`src/rtl/seq_mult_if.sv`:
```
// seq_mult_if: operand/product handshake bundle for seq_mult.
//   master : upstream/downstream side (drives operands and out_ready)
//   slave  : the multiplier (drives in_ready, out_valid, a)
// Signals:
//   in_valid/in_ready   operand handshake
//   x, y, is_signed     operands and mode (WIDE bits each)
//   out_valid/out_ready product handshake
//   a                   product (2*WIDE bits)
interface seq_mult_if #(
  parameter int WIDE = 8
);
  logic              in_valid;
  logic              in_ready;
  logic [WIDE-1:0]   x;
  logic [WIDE-1:0]   y;
  logic              is_signed;
  logic              out_valid;
  logic              out_ready;
  logic [2*WIDE-1:0] a;

  modport master (
    output in_valid, x, y, is_signed, out_ready,
    input  in_ready, out_valid, a
  );

  modport slave (
    input  in_valid, x, y, is_signed, out_ready,
    output in_ready, out_valid, a
  );
endinterface

```
`src/rtl/seq_mult.sv`:
```
// seq_mult: iterative signed/unsigned multiplier, 2*WIDE-bit exact product.
// Ports:
//   clk  rising-edge clock
//   rst  asynchronous active-high reset
//   bus  seq_mult_if.slave (in_valid/in_ready, x, y, is_signed,
//        out_valid/out_ready, a)
// Build option:
//   MULT_RADIX4_EN  radix-4 Booth recoding, WIDE/2 steps (WIDE must be even).
//                   Undefined: radix-2 shift-add, WIDE steps.
module seq_mult #(
  parameter int WIDE = 8
) (
  input  logic       clk,
  input  logic       rst,
  seq_mult_if.slave  bus
);
  localparam int PW = 2 * WIDE;
`ifdef MULT_RADIX4_EN
  localparam int STEPS = WIDE / 2;
  localparam int YW    = WIDE + 1;  // y with an implicit 0 below the LSB
`else
  localparam int STEPS = WIDE;
  localparam int YW    = WIDE;
`endif
  localparam int CW = $clog2(STEPS) + 1;

  if (WIDE < 2) begin : g_bad_wide
    $error("seq_mult: WIDE must be >= 2");
  end
`ifdef MULT_RADIX4_EN
  if (WIDE % 2 != 0) begin : g_odd_wide
    $error("seq_mult: WIDE must be even with MULT_RADIX4_EN");
  end
`endif

  typedef enum logic [1:0] {IDLE, CALC, DONE} state_t;

  state_t          state_q, state_d;
  logic [PW-1:0]   acc_q, acc_d;
  logic [PW-1:0]   mcand_q, mcand_d;   // x, extended to PW and pre-shifted
  logic [YW-1:0]   mplier_q, mplier_d; // y, consumed from the LSB end
  logic [CW-1:0]   cnt_q;
  logic            signed_q;
  logic [PW-1:0]   a_q;
  logic            accept, last_step;
  logic            in_ready_d, out_valid_d;

  assign accept    = (state_q == IDLE) && bus.in_valid;
  assign last_step = (cnt_q == CW'(STEPS - 1));

  // State register
  always_ff @(posedge clk or posedge rst) begin
    if (rst) state_q <= IDLE;
    else     state_q <= state_d;
  end

  // Next state
  always_comb begin
    state_d = state_q;
    unique case (state_q)
      IDLE:    if (bus.in_valid)  state_d = CALC;
      CALC:    if (last_step)     state_d = DONE;
      DONE:    if (bus.out_ready) state_d = IDLE;
      default: state_d = IDLE;
    endcase
  end

  // Outputs
  always_comb begin
    in_ready_d  = (state_q == IDLE);
    out_valid_d = (state_q == DONE);
  end

  assign bus.in_ready  = in_ready_d;
  assign bus.out_valid = out_valid_d;
  assign bus.a         = a_q;

  // One partial-product step
`ifdef MULT_RADIX4_EN
  logic [PW-1:0] pp, extra;
  always_comb begin
    pp = '0;
    case (mplier_q[2:0])
      3'b001, 3'b010: pp = mcand_q;
      3'b011:         pp = mcand_q << 1;
      3'b100:         pp = -(mcand_q << 1);
      3'b101, 3'b110: pp = -mcand_q;
      default:        pp = '0;
    endcase
    // Booth treats y as signed; unsigned y with its MSB set needs one more
    // digit (+1 at weight 2^WIDE), folded into the final step.
    extra    = (last_step && !signed_q && mplier_q[2]) ? (mcand_q << 2) : '0;
    acc_d    = acc_q + pp + extra;
    mcand_d  = mcand_q << 2;
    mplier_d = mplier_q >> 2;
  end
`else
  logic [PW-1:0] pp;
  always_comb begin
    pp = mplier_q[0] ? mcand_q : '0;
    // Signed y: the MSB carries negative weight.
    if (last_step && signed_q) acc_d = acc_q - pp;
    else                       acc_d = acc_q + pp;
    mcand_d  = mcand_q << 1;
    mplier_d = mplier_q >> 1;
  end
`endif

  // Datapath registers
  always_ff @(posedge clk or posedge rst) begin
    if (rst) begin
      acc_q    <= '0;
      mcand_q  <= '0;
      mplier_q <= '0;
      cnt_q    <= '0;
      signed_q <= 1'b0;
      a_q      <= '0;
    end else if (accept) begin
      acc_q    <= '0;
      cnt_q    <= '0;
      signed_q <= bus.is_signed;
      mcand_q  <= bus.is_signed ? {{WIDE{bus.x[WIDE-1]}}, bus.x}
                                : {{WIDE{1'b0}}, bus.x};
`ifdef MULT_RADIX4_EN
      mplier_q <= {bus.y, 1'b0};
`else
      mplier_q <= bus.y;
`endif
    end else if (state_q == CALC) begin
      acc_q    <= acc_d;
      mcand_q  <= mcand_d;
      mplier_q <= mplier_d;
      cnt_q    <= cnt_q + CW'(1);
      if (last_step) a_q <= acc_d;
    end
  end
endmodule

```
`src/flat_wrapper.sv`:
```
// flat-port wrapper written by rule: the top's interface ports become plain ports
module seq_mult_flat 
#(
  parameter int WIDE = 8
)
  (clk, rst, bus_in_valid, bus_x, bus_y, bus_is_signed, bus_out_ready, bus_in_ready, bus_out_valid, bus_a);
  seq_mult_if #(.WIDE(WIDE)) bus_i ();
  input  logic clk;
  input  logic rst;
  input wire logic [$bits(bus_i.in_valid)-1:0] bus_in_valid;
  input wire logic [$bits(bus_i.x)-1:0] bus_x;
  input wire logic [$bits(bus_i.y)-1:0] bus_y;
  input wire logic [$bits(bus_i.is_signed)-1:0] bus_is_signed;
  input wire logic [$bits(bus_i.out_ready)-1:0] bus_out_ready;
  output wire logic [$bits(bus_i.in_ready)-1:0] bus_in_ready;
  output wire logic [$bits(bus_i.out_valid)-1:0] bus_out_valid;
  output wire logic [$bits(bus_i.a)-1:0] bus_a;
  assign bus_i.in_valid = bus_in_valid;
  assign bus_i.x = bus_x;
  assign bus_i.y = bus_y;
  assign bus_i.is_signed = bus_is_signed;
  assign bus_i.out_ready = bus_out_ready;
  assign bus_in_ready = bus_i.in_ready;
  assign bus_out_valid = bus_i.out_valid;
  assign bus_a = bus_i.a;
  seq_mult #(.WIDE(WIDE)) u_core (.clk(clk), .rst(rst), .bus(bus_i));
endmodule
```
`config.mk`:
```
export PLATFORM = sky130hd
export DESIGN_NAME = seq_mult_flat
export DESIGN_NICKNAME = d
export VERILOG_FILES = /design/src/rtl/seq_mult_if.sv /design/src/rtl/seq_mult.sv /design/src/flat_wrapper.sv
export SDC_FILE = /design/constraint.sdc
export NUM_CORES = 1
export LEC_CHECK = 0
export BUFFER_PORTS_ARGS = -buffer_cell sky130_fd_sc_hd__buf_2
export CORE_UTILIZATION = 45
export CTS_BUF_LIST = sky130_fd_sc_hd__clkbuf_8
export DETAILED_ROUTE_END_ITERATION = 6
export GPL_TIMING_DRIVEN = 0
export PLACE_DENSITY = 0.75
export SYNTH_ARGS = -nofsm -noshare
export SYNTH_HDL_FRONTEND = slang
export SYNTH_SLANG_ARGS = --single-unit
```
`constraint.sdc`:
```
create_clock -name clk -period 3.77 [get_ports clk]
set_input_delay 0.5655 -clock clk [delete_from_list [all_inputs] [get_ports clk]]
set_output_delay 0.5655 -clock clk [all_outputs]
set_load 0.05 [all_outputs]
```
==> results by group, run 1 <==
CTS
  – CTS root buffer: clkbuf_8
  – Clk_lat worst skew: roughly 0.35 ns
  – CTS max path bufs: 2
  – CTS tree: built
  – CTS Hold Bufs: 0
  – H-tree levels: 3
  – Clock Sinks: 63
  – TritonCTS Buffers: 9
  – Clock slew at reported path FFs: 0.08 ns

Layout
  – Fin util: 54.3%
  – Share of layout cells above drive strength 1: approximately 17%
  – Nets: around 510
  – Post-route insts no fill: approximately 570
  – Area growth syn-to-layout: 15.5%
  – Antenna Cells: 0

Yosys
  – Cell taking the most area after synthesis: dfrtp_1
  – Seq cells post-synth: 63
  – Post-Syn Area: around 3700 um2
  – Synth Flop Type: dfrtp_1
  – Synth cell count leaders: nand2_1, dfrtp_1, o21ai_0, clkbuf_1, ha_1
  – Synth Area in Compound Gates: 20.6%
  – Synth Area in Adders: between 6 and 7%
  – Mapped Avg Cell Area: 8.79 um2
  – Most area-consuming cells after synthesis: dfrtp_1, nand2_1, o21ai_0
  – Synth Area in XOR/XNOR: ~5.5%
  – Mapped Cells: approximately 420
  – Simple-Gate Fraction of Synth Area: roughly a fifth
  – Top-count cell post-synth: nand2_1
  – Mapped Nets: 457
  – Register area share after synthesis: 42.9%
  – Ys Warns: 0
  – Ys async rst share: 100%
  – Top-area cell type share of the netlist area: 42.9%
  – Post-synthesis mux area share: 0.886%
  – Largest family of logic cells by synthesized area: compound AO/OA/AOI/OAI gates
  – Cell variety after synth: 52
  – Post-synth EDFFs: 0

Critical path
  – Crit-path cells: or4_4 -> or3_4 -> o31ai_2 -> xnor2_1 -> nand2_1 -> ha_4 -> and3_1 -> nor2_1 -> o31ai_1 -> o21ai_1 -> xnor2_2 -> or3_2 -> o21ai_1
  – Critical path class: reg2reg
  – CP delay by family, top: simple AND/OR/NAND/NOR gates
  – Critical path endpoint category: register
  – Critical Path RT: about 4.1 ns
  – Arr. time, crit path: 3.90 ns
  – Peak per-stage delay on the critical path: 0.56 ns
  – CP Buf/Inv Count: 0
  – CP max stage cell: or4_4
  – Worst Path Max Fanout: 7
  – Crit-path most repeated cell: o21ai_1
  – CP startpoint kind: register

Drt
  – Detailed-router iteration count before antenna repair: 4
  – Residual DRC count: 0
  – DR iter-0 viols: about 200
  – Post-Route WL: roughly 8.9 mm
  – Vias: about 3200
  – Max Used Layer: met4
  – Post-DRT Antenna Nets: 0
  – Met3 WL post-DR: roughly 220 um
  – WL met1: between 4 and 5 mm
  – Met2 Wirelength: 4.33 mm
  – Average wire per cell in the routed design: ~15 um
  – Vias/cell: 5.67

Global routing
  – Vias in the first global route: around 3100
  – First-pass GRT wire length: 14.8 mm
  – Total gr overflow: 0
  – Initial antenna violation count: 0
  – Gr usage total: 22.3%
  – Largest net degree at the start of global routing: 37

Floorplan
  – Die ar.: between 8000 and 9000 um2
  – I/O pins: 39
  – Core Area: ~8000 um2
  – Initial Util: 47.0%
  – Die height: roughly 92 um
  – Die Wd: 92.3 um
  – Std cell rows: 32

Status
  – Outcome: finished, final reports clean

Timing
  – Tmin final: between 3 and 4 ns
  – # setup viols final: 0
  – RSZ-0062 raised after global routing: yes
  – Hold Violations, Final: 0
  – Final Max Tran Viols: 0
  – Fmax: roughly 280 MHz
  – Hold Slack: 0.363 ns
  – Fin crit share: 95.9%
  – Worst Tran Pin Value: 0.797 ns
  – Slew HR: 46.7%
  – Setup TNS: 0 ns
  – Clk_skew: roughly 0.016 ns

Run
  – Max cap viols: 0

Placed design
  – Buffers on Ports: 38
  – Routability Congestion: just under 0.9
  – Dpl hpwl: ~6.5 mm
  – Placed Cells: approximately 560

Min path
  – Min-Delay Path Class: in2async
[area by class of cell]
cell class	count	area, um2
multi-input combinational	325	2000
tap	102	128
inverter	6	22.5
clock buffer	11	151
timing repair buffer	39	210
fill	736	3570
sequential	63	1580
buffer	23	131
clock inverter	3	20.0
[state kept, by name (all words and copies together), names as in the netlist]
name	cells
u_core.cnt_q	4
u_core.mcand_q	16
u_core.state_q	2
u_core.bus.a	16
u_core.acc_q	16
u_core.signed_q	1
u_core.mplier_q	8
[worst paths after layout]
check                                               from                            end  slack [ns]  cells past startpoint
setup / recovery           u_core.mcand_q[4]$_DFFE_PP0P_   u_core.acc_q[15]$_DFFE_PP0P_        0.15                     13
hold / removal                                       rst    u_core.bus.a[3]$_DFFE_PP0P_        0.36                      2
setup reg to reg           u_core.mcand_q[4]$_DFFE_PP0P_   u_core.acc_q[15]$_DFFE_PP0P_        0.15                     13
hold reg to reg             u_core.bus.a[14]$_DFFE_PP0P_   u_core.bus.a[14]$_DFFE_PP0P_        0.48                      2
max in group asynchronous                            rst  u_core.mcand_q[5]$_DFFE_PP0P_        2.75                      3
min in group clk                                bus_x[0]  u_core.mcand_q[0]$_DFFE_PP0P_        0.43                      3
[logic make-up (layout without fill, tap and decap cells)]
group	Yosys count	after routing
buffers and inverters	30	82
AO/OA/AOI/OAI	121	121
AND/OR/NAND/NOR	161	161
flip-flops	63	63
adder cells (fa/ha/maj)	18	18
multiplexers	3	3
XOR/XNOR	22	22
[cells in the final DEF, fill, tap and decap left out, types with 2 or more instances in the layout]
master and n:
dfrtp_1 61, nor2b_1 5, o21ai_0 48, clkbuf_1 16, a21oi_1 13, a31oi_1 13, dfrtp_2 2, ha_4 2
nor2_1 12, o31ai_1 4, o31a_1 2, o21ai_1 6, buf_4 2, a21o_1 5, clkbuf_8 11, nand3_1 16
buf_2 38, nand2b_1 4, nand2_1 103, inv_1 5, xnor2_1 12, mux2_2 2, xor2_1 9, and3b_1 2
nor3_1 3, a22oi_1 14, and3_1 2, or4_4 2, clkinvlp_4 2, ha_1 14, buf_6 2, o21a_1 3
[metrics by stage]
stage	setup WS, ns	instance area [um2]
2_1_floorplan	0.300	3670
3_3_place_gp	-0.0597	3990
3_5_place_dp	-0.223	4010
4_1_cts	0.0171	4180
5_1_grt	-0.0167	4240
6_report	0.153	4240
[metal layers]
metal	track usage [%]	vias up
met3	5.01	22
met2	35.0	55
met4	10.3	0
met1	29.3	1589
li1	-	1576
met5	0	-
[what timing repair did]
| item | CTS | global route |
|---|---|---|
| endpoints found under the setup margin | 5 | 7 |
| buffers inserted | 0 | 0 |
| gates resized for setup | 4 | 17 |
| cloned | 0 | 0 |
| pin swaps | 0 | 4 |
Power of run 1 is left out: the tool's default activity adds up to more than one toggle a clock period on the data nets, which glitch-free logic cannot reach.
==> run 2: changes to the inputs <==
--- a/config.mk
+++ b/config.mk
@@ -5,12 +5,12 @@
 export SDC_FILE = /design/constraint.sdc
 export NUM_CORES = 1
 export LEC_CHECK = 0
-export BUFFER_PORTS_ARGS = -buffer_cell sky130_fd_sc_hd__buf_2
+export BUFFER_PORTS_ARGS = -buffer_cell sky130_fd_sc_hd__buf_4
 export CORE_UTILIZATION = 45
 export CTS_BUF_LIST = sky130_fd_sc_hd__clkbuf_8
 export DETAILED_ROUTE_END_ITERATION = 6
 export GPL_TIMING_DRIVEN = 0
-export PLACE_DENSITY = 0.75
 export SYNTH_ARGS = -nofsm -noshare
 export SYNTH_HDL_FRONTEND = slang
 export SYNTH_SLANG_ARGS = --single-unit
+export TNS_END_PERCENT = 20
==> run 2 against run 1 <==
Compared with the run above:
- flip-flop and latch count stayed put
- non-clock buffer count rose by 3
- utilization rose by 1.7 points
- worst setup slack better by 0.027 ns
- clock skew down 0.0043 ns
==> results by group, run 2 (synthesized netlist as in run 1, its figures left out) <==
Drt
  – Average wire per cell in the routed design: 15.7 um (+1.2%)
  – Met2 Wirelength: 4.27 mm (-1.3%)
  – Max Used Layer: met4
  – Post-DRT Antenna Nets: 0 (unchanged)
  – Post-Route WL: 9.01 mm (+1.8%)
  – Met3 WL post-DR: 434 um (+100%)
  – Vias: 3183 (-1.8%)
  – Detailed-router iteration count before antenna repair: 5 (+1)
  – DR iter-0 viols: 172 (-14%)
  – Vias/cell: 5.54 (-2.3%)
  – Residual DRC count: 0 (unchanged)
  – WL met1: 4.15 mm (+2.4%)

Layout
  – Nets: 509 (+0.59%)
  – Most frequent cells in the layout: nand2_1, dfrtp_1, o21ai_0, buf_4
  – Area used by multi-input combinational logic: 2000 um2 (+0.13%)
  – Commonest non-fill, non-tap cell in the layout: nand2_1
  – Number of fill cells: 732 (-0.54%)
  – Share of layout cells above drive strength 1: 17.8% (+0.74 points)
  – Finished Cell Area: 4370 um2 (+3.1%)
  – Antenna Cells: 0 (unchanged)
  – Area growth syn-to-layout: 19.1%
  – Flip-flop and latch area: 1580 um2 (unchanged)

Status
  – Outcome: finished, final reports clean

Critical path
  – CP startpoint kind: register
  – Reg2reg start: u_core.cnt_q[0]$_DFFE_PP0P_
  – Critical path endpoint category: register
  – Critical Path RT: 3.96 ns (-0.09 ns)
  – Worst reg2reg setup slack: 0.18 ns (+0.03 ns)
  – Reg2Reg Depth: 15 (+2)
  – Arr. time, crit path: 3.78 ns (-0.12 ns)
  – Worst Path Max Fanout: 10 (+3)
  – Critical path class: reg2reg
  – RR Endpoint: u_core.acc_q[14]$_DFFE_PP0P_

CTS
  – H-tree levels: 3 (unchanged)
  – Clock Sinks: 63 (unchanged)
  – CTS tree: built
  – TritonCTS Buffers: 9 (unchanged)
  – CTS max path bufs: 2 (unchanged)
  – Clk_lat worst skew: 0.35 ns (about the same)
  – Clock slew at reported path FFs: 0.08 ns (about the same)
  – CTS root buffer: clkbuf_8

Global routing
  – First-pass GRT wire length: 14.6 mm (-0.98%)
  – Initial antenna violation count: 0 (unchanged)
  – Largest net degree at the start of global routing: 41 (+11%)
  – Vias in the first global route: 2875 (-6.8%)
  – Gr usage total: 22.5% (+0.26 points)
  – Total gr overflow: 0 (unchanged)

Timing
  – Hold Violations, Final: 0 (unchanged)
  – Fin crit share: 95.2% (-0.70 points)
  – Clk_skew: 0.0116 ns (-0.00428 ns)
  – Worst Tran Pin Value: 0.735 ns (-0.0619 ns)
  – # setup viols final: 0 (unchanged)
  – Tmin final: 3.59 ns (-0.0265 ns)
  – Slew HR: 50.8% (+4.1 points)
  – Fmax: 279 MHz (+0.74%)
  – Final Max Tran Viols: 0 (unchanged)

Floorplan
  – Core Area: 7810 um2 (unchanged)
  – Initial Util: 47.0% (unchanged)
  – Die Wd: 92.3 um (unchanged)
  – Std cell rows: 32 (unchanged)
  – I/O pins: 39 (unchanged)
  – Die height: 92.3 um (unchanged)
  – Die ar.: 8530 um2 (unchanged)

Run
  – Max cap viols: 0 (unchanged)

Min path
  – Min-Delay Path Class: in2async

Placed design
  – Routability Congestion: 0.886 (+0.15%)
  – Dpl hpwl: 6.61 mm (+1.0%)
  – Post-Place Cell Area: 4110 um2 (+2.4%)
  – Buffers on Ports: 38 (unchanged)
## run 2: critical path, cell delays in order, from the launching register on
cell and delay, ns:
dfrtp_1 0.41, ha_1 0.24, and3b_1 0.23, nand2_2 0.19, buf_4 0.22, o21ai_0 0.12, xnor2_1 0.15, nand2_1 0.10
ha_1 0.27, nor3_1 0.25, o21ai_0 0.14, a31oi_1 0.28, a21oi_1 0.19, a311oi_2 0.28, xor2_1 0.24, o21ai_0 0.12
## run 2: area by class of cell
type                       count  area share, %
buffer                        23           3.00
clock buffer                  13           4.09
clock inverter                 1         0.0858
inverter                       6          0.515
multi-input combinational    325           45.8
sequential                    63           36.1
tap                          102           2.92
timing repair buffer          42           7.50
## run 2: what timing repair did
action	CTS	global route
setup buffers	0	3
hold buffers	0	0
endpoints found under the setup margin	8	6
endpoints found under the hold margin	0	0
pin swaps	0	3
gates resized for setup	4	19
## run 2: worst max-delay path by stage
stage                                        startpoint                      endpoint  slack (ns)  cells past startpoint
after floorplan           u_core.mcand_q[4]$_DFFE_PP0P_  u_core.acc_q[15]$_DFFE_PP0P_        0.30                     13
after global routing        u_core.cnt_q[0]$_DFFE_PP0P_  u_core.acc_q[14]$_DFFE_PP0P_       -0.03                     15
after global placement      u_core.cnt_q[0]$_DFFE_PP0P_  u_core.acc_q[14]$_DFFE_PP0P_       -0.17                     15
after CTS                   u_core.cnt_q[0]$_DFFE_PP0P_  u_core.acc_q[14]$_DFFE_PP0P_       0.001                     15
after detailed placement    u_core.cnt_q[0]$_DFFE_PP0P_  u_core.acc_q[14]$_DFFE_PP0P_       -0.26                     15
final                       u_core.cnt_q[0]$_DFFE_PP0P_  u_core.acc_q[14]$_DFFE_PP0P_        0.18                     15
## run 2: metal layers
layer / vias up / track usage, %
li1: 1581 / -
met1: 1505 / 32.1
met2: 84 / 34.2
met3: 13 / 3.53
met4: 0 / 8.98
met5: - / 0
## run 2: through the flow
step | setup slack, ns | utilization, % | instances | setup TNS, ns | hold slack (ns)
2_1_floorplan | 0.300 | - | 418 | 0 | 0.446
3_3_place_gp | -0.174 | 52.3 | 558 | -0.443 | 0.459
3_5_place_dp | -0.260 | 52.6 | 559 | -0.711 | 0.465
4_1_cts | 0.00142 | 55.0 | 573 | 0 | 0.275
5_1_grt | -0.0333 | 56.0 | 575 | -0.0333 | 0.308
6_report | 0.179 | 56.0 | 575 | 0 | 0.264
Power of run 2 is left out for the same reason.
